**src/rtl/a25_wishbone_resp_buf.sv**
```systemverilog
// Responder-side port buffer: a 2-entry in-order request FIFO in front of a ready-stalled backend.
// Optional macro A25_WB_RESP_RDATA_REG_EN registers the read-data return path.
module a25_wishbone_resp_buf #(
   parameter int DATA_WIDTH = 128,
   parameter int ADDR_WIDTH = 32
) (
   input  logic                      i_clk,
   input  logic                      i_rst_n,
   input  logic                      i_valid,
   output logic                      o_accepted,
   input  logic                      i_write,
   input  logic [DATA_WIDTH-1:0]     i_wdata,
   input  logic [DATA_WIDTH/8-1:0]   i_be,
   input  logic [ADDR_WIDTH-1:0]     i_addr,
   output logic [DATA_WIDTH-1:0]     o_rdata,
   output logic                      o_rdata_valid,
   output logic                      o_mem_req,
   input  logic                      i_mem_ready,
   output logic                      o_mem_write,
   output logic [DATA_WIDTH-1:0]     o_mem_wdata,
   output logic [DATA_WIDTH/8-1:0]   o_mem_be,
   output logic [ADDR_WIDTH-1:0]     o_mem_addr,
   input  logic [DATA_WIDTH-1:0]     i_mem_rdata,
   input  logic                      i_mem_rdata_valid
);

   localparam int BE_WIDTH = DATA_WIDTH / 8;

   logic [1:0]            count_q, count_d;
   logic                  wrPtr_q, rdPtr_q;
   logic                  rdPending_q, rdPending_d;
   logic                  push, pop, rdataDone;

   logic                  writeMem_q [2];
   logic [DATA_WIDTH-1:0] wdataMem_q [2];
   logic [ADDR_WIDTH-1:0] addrMem_q  [2];
   logic [BE_WIDTH-1:0]   beMem_q    [2];

   // Only one read may be outstanding; the count check never looks at a same-cycle pop.
   assign o_accepted = i_valid && (count_q != 2'd2) && !(!i_write && rdPending_q);
   assign push       = o_accepted;
   assign o_mem_req  = (count_q != 2'd0);
   assign pop        = o_mem_req && i_mem_ready;

   assign o_mem_write = writeMem_q[rdPtr_q];
   assign o_mem_wdata = wdataMem_q[rdPtr_q];
   assign o_mem_addr  = addrMem_q[rdPtr_q];
   assign o_mem_be    = beMem_q[rdPtr_q];

   always_comb begin
      count_d = count_q;
      case ({push, pop})
         2'b10:   count_d = count_q + 2'd1;
         2'b01:   count_d = count_q - 2'd1;
         default: count_d = count_q;
      endcase
   end

   always_comb begin
      rdPending_d = rdPending_q;
      if (push && !i_write)
         rdPending_d = 1'b1;
      else if (rdataDone)
         rdPending_d = 1'b0;
   end

   always_ff @(posedge i_clk or negedge i_rst_n) begin
      if (!i_rst_n) begin
         count_q     <= 2'd0;
         wrPtr_q     <= 1'b0;
         rdPtr_q     <= 1'b0;
         rdPending_q <= 1'b0;
      end else begin
         count_q     <= count_d;
         rdPending_q <= rdPending_d;
         if (push)
            wrPtr_q <= ~wrPtr_q;
         if (pop)
            rdPtr_q <= ~rdPtr_q;
      end
   end

   // Storage needs no reset: entries are only observed once count marks them valid.
   always_ff @(posedge i_clk) begin
      if (push) begin
         writeMem_q[wrPtr_q] <= i_write;
         wdataMem_q[wrPtr_q] <= i_wdata;
         addrMem_q[wrPtr_q]  <= i_addr;
         beMem_q[wrPtr_q]    <= i_write ? i_be : {BE_WIDTH{1'b1}};
      end
   end

`ifdef A25_WB_RESP_RDATA_REG_EN
   logic                  rdataValid_q;
   logic [DATA_WIDTH-1:0] rdata_q;
   logic                  rdataCapture;

   // Guard on the registered strobe so a second backend strobe cannot double-return.
   assign rdataCapture = i_mem_rdata_valid && rdPending_q && !rdataValid_q;

   always_ff @(posedge i_clk or negedge i_rst_n) begin
      if (!i_rst_n) begin
         rdataValid_q <= 1'b0;
         rdata_q      <= '0;
      end else begin
         rdataValid_q <= rdataCapture;
         if (rdataCapture)
            rdata_q <= i_mem_rdata;
      end
   end

   assign o_rdata_valid = rdataValid_q;
   assign o_rdata       = rdata_q;
   assign rdataDone     = rdataValid_q;
`else
   assign o_rdata_valid = i_mem_rdata_valid && rdPending_q;
   assign o_rdata       = i_mem_rdata;
   assign rdataDone     = o_rdata_valid;
`endif

endmodule

```
**config.mk**
```make
export PLATFORM = sky130hd
export DESIGN_NAME = a25_wishbone_resp_buf
export DESIGN_NICKNAME = d
export VERILOG_FILES = /design/src/rtl/a25_wishbone_resp_buf.sv
export SDC_FILE = /design/constraint.sdc
export NUM_CORES = 1
export LEC_CHECK = 0
export BUFFER_PORTS_ARGS = -buffer_cell sky130_fd_sc_hd__buf_2
export CAP_MARGIN = 20
export CORE_AREA = 2 2 237 239
export CTS_CLUSTER_SIZE = 25
export DETAILED_ROUTE_END_ITERATION = 10
export DIE_AREA = 0 0 239 241
export HOLD_SLACK_MARGIN = 0.02
export PLACE_DENSITY = 0.61
export RECOVER_POWER = 100
export SYNTH_ARGS = -nofsm -noshare
export SYNTH_HDL_FRONTEND = slang
export SYNTH_SLANG_ARGS = --single-unit
export TNS_END_PERCENT = 10
```
**constraint.sdc**
```tcl
create_clock -name i_clk -period 12.4 [get_ports i_clk]
set_input_delay 1.86 -clock i_clk [delete_from_list [all_inputs] [get_ports i_clk]]
set_output_delay 1.86 -clock i_clk [all_outputs]
set_load 0.02 [all_outputs]
```
After elaboration in Yosys (flattened, before gate mapping)
Memories as Yosys holds them, arrays and structs flattened.
Cells that the tools add are included.
{"block": "totals", "register_bits": 5, "mem_bits_rw": 354, "in_bits": 310, "out_inout_bits": 308, "wordCells": 32, "memories": 4}
{"block": "op_classes", "n_addsub": 2, "n_eq_ne": 3, "muxes": 6, "n_bitwise": 2, "n_reduce_logical": 11}
{"name": "wdataMem_q", "depth": 2, "word_bits": 128, "read_ports": 1, "rd_ports_with_merged_regs": 0, "wr": 1, "line": "35", "text": "logic [DATA_WIDTH-1:0] wdataMem_q [2];"}
{"name": "addrMem_q", "depth": 2, "word_bits": 32, "read_ports": 1, "rd_ports_with_merged_regs": 0, "wr": 1, "line": "36", "text": "logic [ADDR_WIDTH-1:0] addrMem_q [2];"}
{"name": "beMem_q", "depth": 2, "word_bits": 16, "read_ports": 1, "rd_ports_with_merged_regs": 0, "wr": 1, "line": "37", "text": "logic [BE_WIDTH-1:0] beMem_q [2];"}
{"name": "writeMem_q", "depth": 2, "word_bits": 1, "read_ports": 1, "rd_ports_with_merged_regs": 0, "wr": 1, "line": "34", "text": "logic writeMem_q [2];"}
{"cell": "16-bit 2-to-1 mux", "count": 1}
{"cell": "1-bit logical AND", "count": 6}
{"cell": "2-bit nonzero test", "count": 3}
{"cell": "1-bit 2-to-1 mux", "count": 4}
{"cell": "2-bit case mux with 2 select lines", "count": 1}
{"cell": "2-bit by 1-bit adder with 2-bit output (second input constant)", "count": 1}
{"cell": "2-bit by 1-bit == test with 1-bit output (second input constant)", "count": 1}
{"cell": "2-bit == test (second input constant)", "count": 1}
{"cell": "1-bit logical NOT", "count": 2}
{"cell": "2-bit != test (second input constant)", "count": 1}
{"cell": "1-bit NOT", "count": 2}
{"cell": "2-bit by 1-bit subtractor with 2-bit output (second input constant)", "count": 1}

Longest topological paths before layout
{"block": "depth", "depth_word": 6, "mapped_depth": 4, "mapped_depth_nobuf": 4}

Worst setup path before layout
Ideal clock, no wire load.
{"block": "synth_path", "path_type": "input port to flip-flop", "from": "input i_write", "to": "memory addrMem_q[0][0], enable pin", "arrival_ns": 9.503, "path_slack_ns": 2.180, "path_stages": 3, "path_buffers": 0, "path_cell_list": "nand2b_2 -> nand3_1 -> nor2_1"}
{"block": "synth_via", "elab_chain_cells": 6}
{"element": "from (decl)", "line": "11", "text": "input logic i_write,"}
{"element": "1-bit logical NOT", "line": "40", "text": "assign o_accepted = i_valid && (count_q != 2'd2) && !(!i_write && rdPending_q);"}
{"element": "1-bit logical AND", "line": "40"}
{"element": "1-bit logical NOT", "line": "40"}
{"element": "1-bit logical AND", "line": "40"}
{"element": "1-bit 2-to-1 mux", "line": "85", "text": "if (push) begin"}
{"element": "1-bit 2-to-1 mux (implied by the code)", "line": "88", "text": "addrMem_q[wrPtr_q] <= i_addr;"}
{"element": "to (decl)", "line": "36"}
Every way passes these cells.

Final worst setup path
{"block": "layout_path", "from": "input i_write", "to": "memory wdataMem_q[1][85], enable pin"}
{"block": "layout_via", "elab_chain_cells": 6}
{"element": "1-bit logical NOT", "line": "40"}
{"element": "1-bit logical AND", "line": "40"}
{"element": "1-bit logical NOT", "line": "40"}
{"element": "1-bit logical AND", "line": "40"}
{"element": "1-bit 2-to-1 mux", "line": "85"}
{"element": "1-bit 2-to-1 mux (implied by the code)", "line": "87", "text": "wdataMem_q[wrPtr_q] <= i_wdata;"}
{"element": "to (decl)", "line": "35"}
Every way passes these cells.

==> reports/summary.txt <==
hold_ws: 0.4973 ns
Die ar.: 0.05760 mm2
Setup CP Type: input port to flip-flop
synth top area cells: edfxtp_1, mux2_4, buf_4
area of the multi-input gates: 0.002233 mm2
setup TNS: 0 ns
dpl ws: 7.343 ns
Req. time, crit path: 12.45 ns
hpwl dp: 21950 um
worst setup margin: 5.259 ns
fin crit share: 57.59%
antenna violations before repair: 4
failing checks: max-capacitance violations, max-slew violations
post-synth top area share: 73.13%
Worst VDD drop: 113.1 uV
YS warnings: 0
first-pass GRT wire length: 44190 um
Core Rows: 86
initial core utilization: 26.49%
area grow syn2layout: 15.80%
Pins Over Slew Limit: 377
Placed Area: 0.01615 mm2
Max transition margin: -163.1%
Netlist cell types: 21
post-CTS setup buffer count: 0
antenna violation net count after detailed routing: 0
vias in the first global route: 7163
PortBufs: 361
Die X: 239 um
Worst-path clk slew: 0.05 ns
Antenna Cells: 0
post-synthesis register bit count: 359
Root Buffer: clkbuf_16
routed length per placed instance: 18.31 um
Max Clock Skew: 0.006857 ns
Least-Margin Pin Slew: 3.947 ns
max-cap violations: 9
I/O pins: 618
total grt overflow: 0
Pre-antenna DRT Iters: 6
CTS tree: done
fill count: 5537
Crit Path Max Fanout: 66
final hold vios: 0
Seq. cell area: 0.01076 mm2
clk_lat worst skew: 0.54 ns
HP Class: flip-flop to flip-flop
All-Layer GR Usage: 10.22%
synthesized area per cell: 19.97 um2
Worst Setup Start Kind: input port
RSZ-0062 raised after global routing: false
WP data arrival: 7.20 ns
Power Dens Cells: 238.7 mW/mm2
Remaining DRCs: 0
Placer Congestion: 0.7602
layout cells sized above 1: 31.34%
final instance area: 0.01683 mm2
die height: 241 um
post-layout min period: 7.141 ns
core box area: 0.05488 mm2
status: finished, violations left
Post-CTS Resized: 0
syn nets: 1038
initial DRC count: 296
vias post-DR: 7090
vias per inst: 4.117
endpoints failing setup: 0
mapped cell area: 0.01454 mm2
Cells after Synth: 728
Yosys top cell by area: edfxtp_1
# clock sinks: 359
H-tree levels: 2
cts hold-fix bufs: 0
Final Net Count: 1300
f_max: 140.0 MHz
Num CTS Buffers: 39
pin count of the biggest net entering global routing: 68
maximum clock path buffer count: 3
endpoint type of the worst setup path: flip-flop
sequential element share of the synthesized area: 73.99%
Pleak: 0.005764 uW
Routed Wire Length: 31530 um
==> worst paths after layout <==
check	cells after the start	startpoint	endpoint	slack, ns
min in group asynchronous	1	i_rst_n	count_q[0]$_DFFE_PN0P_	1.18
hold / removal	1	wrPtr_q$_DFFE_PN0P_	wrPtr_q$_DFFE_PN0P_	0.50
hold reg to reg	1	wrPtr_q$_DFFE_PN0P_	wrPtr_q$_DFFE_PN0P_	0.50
max in group asynchronous	1	i_rst_n	rdPtr_q$_DFFE_PN0P_	10.98
setup / recovery	5	i_write	wdataMem_q[1][85]$_DFFE_PP_	5.26
setup reg to reg	4	count_q[0]$_DFFE_PN0P_	wdataMem_q[1][85]$_DFFE_PP_	6.87
==> metal layers <==
layer	vias to the layer above	GRT usage, %	part of all wire, %
met3	62	6.108	13
li1	3156	-	-
met2	455	14.84	43
met1	3409	12.33	41
met4	8	3.788	2.4
met5	-	0.5892	0.29
==> Yosys cell counts, drive strengths merged <==
library cell and number:
inv 5, o211ai 2, o21ai 1, edfxtp 354, nor2 4, nand2b 18, buf 148, nand3 3
dfrtp 5, a31o 1, xnor2 2, and2 2, mux2 177, nand2 3, clkbuf 1, o221ai 1
nor3b 1
==> area by class of cell <==
type | instances | area share (%)
Clock buffer | 48 | 6.184
Clock inverter | 21 | 1.568
Inverter | 5 | 0.1115
Multi-Input combinational cell | 215 | 13.27
Sequential cell | 359 | 63.89
Tap cell | 704 | 5.233
Timing Repair Buffer | 370 | 9.744
==> where the power goes <==
group	total (uW)	switching, uW	internal, uW	leakage (uW)
combinational	1140	749	396	0.00179
clock	1170	452	721	0.000637
sequential	1700	75.9	1620	0.00334
==> critical path: stages <==
cell	delay [ns]
clkbuf_1	0.58
nand2b_1	0.28
nand3_1	0.19
nor2_1	1.39
clkbuf_1	2.77
==> registers in the layout (all words and copies together), names as in the netlist <==
register	cells
addrMem_q	64
count_q	2
rdPending_q	1
writeMem_q	2
wdataMem_q	256
beMem_q	32
wrPtr_q	1
rdPtr_q	1
==> cells in the final DEF (no fill, tap or decap), drive strengths merged, types with 2 or more instances in the layout <==
cell type,netlist,layout
edfxtp,354,354
clkbuf,1,223
buf,148,195
mux2,177,177
nand2b,18,18
clkinv,0,14
bufinv,0,6
inv,5,6
dfrtp,5,5
nor2,4,4
nand3,3,3
nand2,3,3
o211ai,2,2
xnor2,2,2
and2,2,2
==> stage by stage <==
stage / cells / util (%) / total power (uW)
5_1_grt: 1722 / 30.67 / 4216
2_1_floorplan: 728 / - / 2814
6_report: 1722 / 30.67 / 4018
3_5_place_dp: 1653 / 29.43 / 3065
4_1_cts: 1722 / 31.81 / 4261
3_3_place_gp: 1653 / 29.43 / 3050
==> kinds of logic (layout without fill, tap and decap cells) <==
kind of cell,after synthesis,count (layout),synth area share (%)
XOR/XNOR,2,2,0.1205
AND/OR/NAND/NOR,31,31,1.214
multiplexers,177,177,16.32
buffers and inverters,154,444,8.099
flip-flops,359,359,73.99
AO/OA/AOI/OAI,5,5,0.2582
Power figures use the tool's default switching activity.
